`config.mk`:
```
export PLATFORM = sky130hd
export DESIGN_NAME = mem_port_arbiter
export DESIGN_NICKNAME = d
export VERILOG_FILES = /design/src/rtl/mem_arb_pkg.sv /design/src/rtl/mem_arb_priority.sv /design/src/rtl/mem_port_arbiter.sv
export SDC_FILE = /design/constraint.sdc
export NUM_CORES = 1
export LEC_CHECK = 0
export BUFFER_PORTS_ARGS = -buffer_cell sky130_fd_sc_hd__buf_2
export CORE_AREA = 2 2 202 204
export CTS_BUF_LIST = sky130_fd_sc_hd__clkbuf_4 sky130_fd_sc_hd__clkbuf_8
export CTS_CLUSTER_SIZE = 16
export DETAILED_ROUTE_END_ITERATION = 12
export DIE_AREA = 0 0 204 206
export GPL_ROUTABILITY_DRIVEN = 0
export PLACE_DENSITY_LB_ADDON = 0.05
export SLEW_MARGIN = 15
export SYNTH_ARGS = -nofsm -noshare
export SYNTH_HDL_FRONTEND = slang
export SYNTH_SLANG_ARGS = --single-unit
```
`constraint.sdc`:
```
create_clock -name CLK -period 2.1 [get_ports CLK]
set_input_delay 0.105 -clock CLK [delete_from_list [all_inputs] [get_ports CLK]]
set_output_delay 0.105 -clock CLK [all_outputs]
set_load 0.05 [all_outputs]
```
`src/rtl/mem_arb_pkg.sv`:
```
// Shared types for the fetch/data memory port arbiter.
// Request/response layouts match the memCtrl and dResp bundles.
package mem_arb_pkg;

   localparam logic [1:0] MEMOP_NONE  = 2'b00;
   localparam logic [1:0] MEMOP_LOAD  = 2'b01;
   localparam logic [1:0] MEMOP_STORE = 2'b10;

   localparam logic [1:0] FAULT_NONE       = 2'b00;
   localparam logic [1:0] FAULT_MISALIGNED = 2'b01;
   localparam logic [1:0] FAULT_TIMEOUT    = 2'b11;

   typedef enum logic [1:0] {
      ST_IDLE,
      ST_ISSUE,
      ST_WAIT,
      ST_RESP
   } arb_state_t;

   typedef enum logic {
      OWN_DATA,
      OWN_FETCH
   } arb_owner_t;

   typedef struct packed {
      logic [1:0]  op;
      logic [7:0]  mask;
      logic [63:0] addr;
      logic [63:0] wdata;
   } mem_req_t;

   typedef struct packed {
      logic [63:0] data;
      logic [1:0]  fault;
   } mem_resp_t;

   function automatic logic [31:0] pick_word(
      input logic [63:0] d,
      input logic        hi
   );
      return hi ? d[63:32] : d[31:0];
   endfunction

endpackage

```
`src/rtl/mem_arb_priority.sv`:
```
// Winner selection between fetch and data, with a streak counter
// that hands the port to a waiting fetch after a run of data grants.
module mem_arb_priority
   import mem_arb_pkg::*;
#(
   parameter int MAX_DATA_STREAK = 4
) (
   input  logic CLK,
   input  logic RESET,
   input  logic i_grant_en,
   input  logic i_fetch_valid,
   input  logic i_data_valid,
   output logic o_grant_fetch,
   output logic o_grant_data
);

   localparam int SW = $clog2(MAX_DATA_STREAK + 1);
   localparam logic [SW-1:0] STREAK_MAX = SW'(MAX_DATA_STREAK);

   logic [SW-1:0] r_streak;
   logic          w_force_fetch;

   always_comb begin
      w_force_fetch = (r_streak == STREAK_MAX) && i_fetch_valid;
      o_grant_data  = i_grant_en && i_data_valid && !w_force_fetch;
      o_grant_fetch = i_grant_en && i_fetch_valid && !o_grant_data;
   end

   // The streak only measures data grants made while fetch is waiting.
   always_ff @(posedge CLK) begin
      if (!RESET) begin
         r_streak <= '0;
      end else if (o_grant_fetch || !i_fetch_valid) begin
         r_streak <= '0;
      end else if (o_grant_data && (r_streak != STREAK_MAX)) begin
         r_streak <= r_streak + 1'b1;
      end
   end

endmodule

```
`src/rtl/mem_port_arbiter.sv`:
```
// Shares one single-ported memory between instruction fetch and data
// access; one transaction in flight, local misalign/timeout faults.
module mem_port_arbiter
   import mem_arb_pkg::*;
#(
   parameter int MAX_DATA_STREAK = 4,
   parameter int TIMEOUT_CYCLES  = 255
) (
   input  logic        CLK,
   input  logic        RESET,
   input  logic        i_req_valid,
   output logic        i_req_ready,
   input  logic [63:0] i_req_addr,
   output logic        i_resp_valid,
   output logic [31:0] i_resp_instr,
   output logic [1:0]  i_resp_fault,
   input  logic        d_req_valid,
   output logic        d_req_ready,
   input  logic [1:0]  d_req_op,
   input  logic [7:0]  d_req_mask,
   input  logic [63:0] d_req_addr,
   input  logic [63:0] d_req_wdata,
   output logic        d_resp_valid,
   output logic [63:0] d_resp_data,
   output logic [1:0]  d_resp_fault,
   output logic        mem_req_valid,
   input  logic        mem_req_ready,
   output logic [1:0]  mem_req_op,
   output logic [7:0]  mem_req_mask,
   output logic [63:0] mem_req_addr,
   output logic [63:0] mem_req_wdata,
   input  logic        mem_resp_valid,
   input  logic [63:0] mem_resp_data,
   input  logic [1:0]  mem_resp_fault,
   output logic        err_unexpected_resp
);

   localparam int TW = $clog2(TIMEOUT_CYCLES + 1);
   localparam logic [TW-1:0] T_LIMIT = TW'(TIMEOUT_CYCLES);

   arb_state_t    r_state;
   arb_state_t    w_state_nxt;
   arb_owner_t    r_owner;
   arb_owner_t    w_owner_nxt;
   mem_req_t      r_req;
   mem_req_t      w_req_nxt;
   mem_resp_t     r_resp;
   mem_resp_t     w_resp_nxt;
   logic          r_pc2;
   logic          w_pc2_nxt;
   logic [TW-1:0] r_tcnt;
   logic [TW-1:0] w_tcnt_nxt;
   logic [TW-1:0] w_tcnt_inc;
   logic          r_err;
   logic          w_err_nxt;

   logic w_idle;
   logic w_issue;
   logic w_resp;
   logic w_gnt_f;
   logic w_gnt_d;

   assign w_idle  = RESET && (r_state == ST_IDLE);
   assign w_issue = RESET && (r_state == ST_ISSUE);
   assign w_resp  = RESET && (r_state == ST_RESP);

   mem_arb_priority #(
      .MAX_DATA_STREAK(MAX_DATA_STREAK)
   ) u_prio (
      .CLK           (CLK),
      .RESET         (RESET),
      .i_grant_en    (w_idle),
      .i_fetch_valid (i_req_valid),
      .i_data_valid  (d_req_valid),
      .o_grant_fetch (w_gnt_f),
      .o_grant_data  (w_gnt_d)
   );

   always_comb begin
      w_state_nxt = r_state;
      w_owner_nxt = r_owner;
      w_req_nxt   = r_req;
      w_resp_nxt  = r_resp;
      w_pc2_nxt   = r_pc2;
      w_tcnt_nxt  = r_tcnt;
      w_err_nxt   = r_err;
      w_tcnt_inc  = r_tcnt + 1'b1;

      unique case (r_state)
         ST_IDLE: begin
            if (mem_resp_valid) begin
               w_err_nxt = 1'b1;
            end
            if (w_gnt_d) begin
               w_owner_nxt = OWN_DATA;
               w_req_nxt   = '{op: d_req_op, mask: d_req_mask,
                               addr: d_req_addr, wdata: d_req_wdata};
               w_state_nxt = ST_ISSUE;
            end else if (w_gnt_f) begin
               w_owner_nxt = OWN_FETCH;
               w_pc2_nxt   = i_req_addr[2];
               w_req_nxt   = '{op: MEMOP_LOAD, mask: 8'hFF,
                               addr: {i_req_addr[63:3], 3'b000},
                               wdata: 64'd0};
               // A misaligned PC never reaches the RAM.
               if (i_req_addr[1:0] != 2'b00) begin
                  w_resp_nxt  = '{data: 64'd0, fault: FAULT_MISALIGNED};
                  w_state_nxt = ST_RESP;
               end else begin
                  w_state_nxt = ST_ISSUE;
               end
            end
         end
         ST_ISSUE: begin
            if (mem_req_ready) begin
               w_tcnt_nxt = '0;
               if (mem_resp_valid) begin
                  w_resp_nxt  = '{data: mem_resp_data, fault: mem_resp_fault};
                  w_state_nxt = ST_RESP;
               end else begin
                  w_state_nxt = ST_WAIT;
               end
            end else if (mem_resp_valid) begin
               w_err_nxt = 1'b1;
            end
         end
         ST_WAIT: begin
            if (mem_resp_valid) begin
               w_resp_nxt  = '{data: mem_resp_data, fault: mem_resp_fault};
               w_state_nxt = ST_RESP;
            end else begin
               w_tcnt_nxt = w_tcnt_inc;
               if (w_tcnt_inc == T_LIMIT) begin
                  w_resp_nxt  = '{data: 64'd0, fault: FAULT_TIMEOUT};
                  w_state_nxt = ST_RESP;
               end
            end
         end
         ST_RESP: begin
            w_state_nxt = ST_IDLE;
         end
         default: begin
            w_state_nxt = ST_IDLE;
         end
      endcase
   end

   always_ff @(posedge CLK) begin
      if (!RESET) begin
         r_state <= ST_IDLE;
         r_owner <= OWN_DATA;
         r_req   <= '0;
         r_resp  <= '0;
         r_pc2   <= 1'b0;
         r_tcnt  <= '0;
         r_err   <= 1'b0;
      end else begin
         r_state <= w_state_nxt;
         r_owner <= w_owner_nxt;
         r_req   <= w_req_nxt;
         r_resp  <= w_resp_nxt;
         r_pc2   <= w_pc2_nxt;
         r_tcnt  <= w_tcnt_nxt;
         r_err   <= w_err_nxt;
      end
   end

   // Outputs are forced quiet while reset is held.
   assign i_req_ready = w_gnt_f;
   assign d_req_ready = w_gnt_d;

   assign mem_req_valid = w_issue;
   assign mem_req_op    = w_issue ? r_req.op    : 2'b00;
   assign mem_req_mask  = w_issue ? r_req.mask  : 8'h00;
   assign mem_req_addr  = w_issue ? r_req.addr  : 64'd0;
   assign mem_req_wdata = w_issue ? r_req.wdata : 64'd0;

   assign i_resp_valid = w_resp && (r_owner == OWN_FETCH);
   assign i_resp_instr = i_resp_valid ? pick_word(r_resp.data, r_pc2) : 32'd0;
   assign i_resp_fault = i_resp_valid ? r_resp.fault : 2'b00;

   assign d_resp_valid = w_resp && (r_owner == OWN_DATA);
   assign d_resp_data  = d_resp_valid ? r_resp.data  : 64'd0;
   assign d_resp_fault = d_resp_valid ? r_resp.fault : 2'b00;

   assign err_unexpected_resp = RESET && r_err;

endmodule

```
# Yosys cells after proc, flatten, opt, wreduce, memory -nomap -nowiden
# Index checks and enable logic that the tools add are counted.
word_totals:
  elab_cells: 96
  reg_bits: 220
  out_inout_bits: 244
op_classes:
  n_eq_ne: 15
  muxes: 35
  n_reduce_logical: 29
  bitwise_logic: 3
  add_sub_neg: 2
op_table:
  columns: ["op", "count"]
  rows:
  - ["$mux 66", 7]
  - ["$mux 138", 2]
  - ["$pmux 66 s3", 1]
  - ["$mux 64", 3]
  - ["$mux 32", 2]
  - ["$mux 8", 3]
  - ["$mux 2", 9]
  - ["$pmux 8 s2", 1]
  - ["$logic_and 1x1->1", 12]
  - ["$ne 2x2->1 const B", 5]
  - ["$reduce_and 3->1", 3]
  - ["$add 8x1->8 const B", 1]
  - ["$eq 8x8->1 const B", 1]
  - ["$pmux 2 s4", 1]
  - ["$reduce_bool 2->1", 4]
  - ["$reduce_and 7->1", 1]
  - ["$ne 3x3->1 const B", 2]
  - ["$mux 1", 5]
  - ["$eq 2x2->1 const B", 2]
  - ["$ne 2x1->1 const B", 2]
  - ["$reduce_and 2->1", 2]
  - ["$add 3x1->3 const B", 1]
  - ["$eq 3x3->1 const B", 1]
  - ["$logic_not 1->1", 3]
  - ["other kinds (8)", 10]

# Longest topological paths before layout
logic_depth:
  ltp_word: 9
  depth_mapped: 9
  ltp_nobuf: 7

# Modules after synthesis
# From an unflattened synthesis, not the netlist that was laid out.
hier_totals:
  hier_cells: 1265
  hier_area_um2: 11134.4
by_module_without_submodules:
  columns: ["mod", "area_per_inst_um2", "n_inst", "seq_area_each_um2", "cells_per_inst"]
  rows:
  - ["mem_port_arbiter", 10939.2, 1, 4344.2, 1242]
  - ["mem_arb_priority", 195.2, 1, 60.1, 23]

# Least setup slack after synthesis
# OpenSTA, ideal clock, no wires.
synth_timing:
  path_kind: "register to register"
  start: "register r_state[0]"
  end: "register r_pc2"
  t_arrival_ps: 2113
  period_less_slack_ps: 2241
  stages_incl_launch_ff: 8
  setup_ps: 128
  setup_slack_ps: -141
  path_cell_list: "dfxtp_1 > inv_1 > ha_1 > clkbuf_1 > nand3_1 > nor2_1 > mux2i_1 > nor2_1"
synth_between:
  elab_chain_len: 7
synth_rtl:
  columns: ["element", "line", "rtl"]
  rows:
  - ["start, declared", "mem_port_arbiter.sv:41", "arb_state_t r_state;"]
  - ["start signal, assigned", "mem_port_arbiter.sv:158", "r_state <= w_state_nxt;"]
  - ["$logic_not 2->1 *", "mem_port_arbiter.sv:63", "assign w_idle = RESET && (r_state == ST_IDLE);"]
  - ["$logic_and 1x1->1 *", "mem_port_arbiter.sv:63", null]
  - ["$logic_and 1x1->1 (2 in a row)", "mem_arb_priority.sv:25", "o_grant_data = i_grant_en && i_data_valid && !w_force_fetch;"]
  - ["$logic_not 1->1", "mem_arb_priority.sv:26", "o_grant_fetch = i_grant_en && i_fetch_valid && !o_grant_data;"]
  - ["$logic_and 1x1->1 *", "mem_arb_priority.sv:26", null]
  - ["net i_req_ready", "mem_port_arbiter.sv:12", "output logic i_req_ready,"]
  - ["$reduce_and 3->1 (no source line) *", null, null]
  - ["end signal, assigned", "mem_port_arbiter.sv:162", "r_pc2 <= w_pc2_nxt;"]
  - ["end, declared", "mem_port_arbiter.sv:49", "logic r_pc2;"]
# The timed path passes the listed nets; every way through them passes the cells marked *.
# A chain may end at the register's enable or synchronous reset.

# Final worst setup path
layout_timing:
  start: "register r_state[0]"
  end: "output d_resp_data[54]"
layout_between:
  elab_chain_len: 4
layout_rtl:
  columns: ["element", "line", "rtl"]
  rows:
  - ["$eq 2x2->1", "mem_port_arbiter.sv:65", "assign w_resp = RESET && (r_state == ST_RESP);"]
  - ["$logic_and 1x1->1", "mem_port_arbiter.sv:65", null]
  - ["$logic_and 1x1->1", "mem_port_arbiter.sv:182", "assign d_resp_valid = w_resp && (r_owner == OWN_DATA);"]
  - ["$mux 64", "mem_port_arbiter.sv:183", "assign d_resp_data = d_resp_valid ? r_resp.data : 64'd0;"]
  - ["end, declared", "mem_port_arbiter.sv:24", "output logic [63:0] d_resp_data,"]
# Every way passes these cells.

==> impl_metrics.env <==
export IMPL_hold_class="in -> reg"
export IMPL_powerDensity_mw_per_mm2=890
export IMPL_drcViolationCount=0
export IMPL_grt_max_degree=82
export IMPL_die_area_mm2=0.0420
export IMPL_clkTransAtPathRegs_ns=0.06
export IMPL_rows=74
export IMPL_worstSetupStartpointType="flop"
export IMPL_violations="setup timing"
export IMPL_synth_flop_cell="dfxtp_1"
export IMPL_crit_slowest_cell="dfxtp_2"
export IMPL_reg2reg_from="r_state[0]"
export IMPL_endpoint="d_resp_data[54]"
export IMPL_hpwl_um=29100
export IMPL_final_nets=2395
export IMPL_finClkSkew_ns=0.0325
export IMPL_core_mm2=0.0402
export IMPL_grt_pass1_vias=12731
export IMPL_holdPathStages=4
export IMPL_dp_slack_ns=0.0494
export IMPL_leakage_nw=9.54
export IMPL_finalMaxSlewViolations=0
export IMPL_worstPathRequired_ns=2.00
export IMPL_setup_violations=246
export IMPL_synth_largest_area_cell="dfxtp_1"
export IMPL_synth_cell_types=43
export IMPL_pwr_share_clk=0.233
export IMPL_totalWireLength_um=52000
export IMPL_vdd_ir_drop_worst_mv=0.430
export IMPL_cp_max_fo=5
export IMPL_cp_num_buf_inv=5
export IMPL_drive_gt1_frac=0.431
export IMPL_antenna_found_initial=4
export IMPL_synth_common_cells="nand2_1 (269), dfxtp_1 (220), and3_1 (140), nor2_1 (118), clkbuf_1 (109)"
export IMPL_grt_pass1_wl_um=72400
export IMPL_p_seq_frac=0.269
export IMPL_port_buffers=517
export IMPL_fill_cells=3562
export IMPL_grt_usage=0.222
export IMPL_cp_arrival_ns=2.15
export IMPL_fin_crit_sh=1.07
export IMPL_die_w_um=204
export IMPL_die_y_um=206
export IMPL_syn_area_per_cell_um2=8.24
export IMPL_reg2reg_depth=12
export IMPL_intPower_mw=12.3
export IMPL_setup_tns_final_ns=-14.43
export IMPL_drv_cap=0
export IMPL_p_switching_mw=7.11
export IMPL_max_clock_freq_mhz=444
export IMPL_synth_edff_count=0
export IMPL_worstReg2RegEnd="r_resp[55]"
export IMPL_syn_num_nets=1561
export IMPL_combPwrFrac=0.498
export IMPL_detail_route_antenna_nets=0
export IMPL_swShare=0.367
export IMPL_vias=12740
export IMPL_yosys_register_bits=220
export IMPL_fin_ws_ns=-0.153
export IMPL_synth_area_leaders="dfxtp_1 (42%), mux2i_1 (9.6%), nand2_1 (9.6%)"
export IMPL_area_growth_syn_to_layout_pct=107
export IMPL_drt_first_pass_iters=5
export IMPL_cts_tree="yes"
export IMPL_outcome="finished with violations"
export IMPL_drtIter0Drc=603
export IMPL_period_minus_slack_ns=2.25
export IMPL_cp_startpoint="r_state[0]"
export IMPL_synth_area_mm2=0.0105
export IMPL_start_util=0.262
export IMPL_cp_depth=9
export IMPL_synthArstFlopShare=0
export IMPL_cpMostUsedCell="buf_12"
export IMPL_yosysWarnings=0
export IMPL_path_cells="buf_6 > ha_4 > nand2_4 > nor2_4 > buf_12 > buf_12 > clkbuf_16 > and2_4 > buf_8"
export IMPL_crit_family="buffers and inverters"
export IMPL_path_class="reg -> out"
export IMPL_synth_top_area_frac=0.419
export IMPL_r2r_slack_ns=-0.07
export IMPL_synthCells=1277
export IMPL_overflow=0
export IMPL_insertion_delay_ns=0.61
export IMPL_whs_ns=0.0579
export IMPL_tightestPinTransition_ns=0.673
export IMPL_yosysMostFrequentCell="nand2_1"
export IMPL_hold_viol_final=0
export IMPL_clockRootBuffer="clkbuf_8"
export IMPL_cts_sinks=220
export IMPL_max_slew_margin=0.551
export IMPL_numCtsBuffers=44
export IMPL_via_per_inst=4.77
export IMPL_io_pins=518
export IMPL_rsz0062_at_grt="true"
export IMPL_endpoint_kind="output port"
export IMPL_wl_per_cell_um=19.5
export IMPL_critical_path_max_stage_delay_ns=0.35
export IMPL_seq_area_frac_synth=0.419
export IMPL_clk_path_buf_depth=3
export IMPL_htree_num_levels=2
area by class of cell:
cell class / instances / area (um^2) / share of cell area
antenna: 2 / 5.00 / 0.000230
clock buffer: 68 / 842 / 0.0387
clock inverter: 3 / 18.8 / 0.000863
inverter: 12 / 47.5 / 0.00219
multi-input combinational: 925 / 6440 / 0.296
sequential: 220 / 4410 / 0.203
tap: 532 / 666 / 0.0306
timing repair buffer: 908 / 9320 / 0.428
per-stage QoR:
stage	utilization	total power, mW	std cells	cell area (um^2)
5_1_grt	0.541	20.3	2670	21800
2_1_floorplan	-	8.96	1277	10500
6_report	0.541	19.4	2670	21800
4_1_cts	0.498	17.8	2635	20000
3_3_place_gp	0.346	11.0	2254	13900
3_5_place_dp	0.346	11.0	2254	13900
per-layer routing:
layer / track usage / vias up / wire length (um)
met3: 0.0610 / 109 / 3550
met5: 0 / - / 13
met2: 0.381 / 453 / 25400
li1: - / 6126 / -
met4: 0.0877 / 2 / 1670
met1: 0.262 / 6050 / 21300
cell families after synthesis:
| family | share of synthesized area |
|---|---|
| flip-flops | 0.419 |
| AND/OR/NAND/NOR | 0.284 |
| adder cells (fa/ha/maj) | 0.0119 |
| AO/OA/AOI/OAI | 0.135 |
| buffers and inverters | 0.0514 |
| XOR/XNOR | 0.00250 |
| multiplexers | 0.0961 |
cell usage in the layout, fill, tap and decap left out, drive strengths merged, types with 13 or more instances in the layout:
cell,n
nor2,119
dlygate4sd3,269
and3,140
and2,67
dfxtp,220
inv,13
buf,623
nand2,269
clkbuf,82
a311oi,62
a22o,68
nor3,23
mux2i,101
timing repair:
item                                    CTS  global route
endpoints found under the setup margin  241           292
setup buffers                            22            25
hold endpoints to repair                210             0
pin swaps                                22            61
hold buffers                            269             0
gates resized for setup                 555           330
cloned                                   19            15
worst min path at each step:
stage	startpoint	end	slack, ns
after floorplan	d_req_wdata[0]	r_req[0]	0.24
after global placement	d_req_wdata[18]	r_req[18]	0.32
after detailed placement	d_req_wdata[1]	r_req[1]	0.32
after CTS	mem_resp_fault[0]	r_resp[0]	0.006
after global routing	mem_resp_fault[0]	r_resp[0]	0.06
final	mem_resp_fault[0]	r_resp[0]	0.06
power groups by stage:
stage | Sequential (mW) | Clock [mW] | Combinational (mW)
2_1_floorplan | 5.14 | 0 | 3.82
3_3_place_gp | 5.22 | 0 | 5.75
3_5_place_dp | 5.23 | 0 | 5.74
4_1_cts | 5.17 | 4.67 | 7.96
5_1_grt | 5.29 | 4.83 | 10.2
6_report | 5.22 | 4.51 | 9.65
state kept, by name (all words and copies together) (netlist names):
signal           count
r_req              138
r_resp              66
u_prio.r_streak      3
r_tcnt               8
r_state              2
r_owner              1
r_pc2                1
r_err                1
worst register-to-register path: stages (launching register included):
cell       delay (ns)
dfxtp_2          0.33
buf_6            0.13
ha_4             0.20
buf_12           0.14
buf_8            0.12
nand2b_4         0.07
nand3b_1         0.10
o2bb2ai_2        0.20
o211ai_1         0.14
clkbuf_16        0.20
buf_12           0.15
clkbuf_16        0.16
mux2i_1          0.11
No activity file was read; power rests on OpenSTA's default activity.
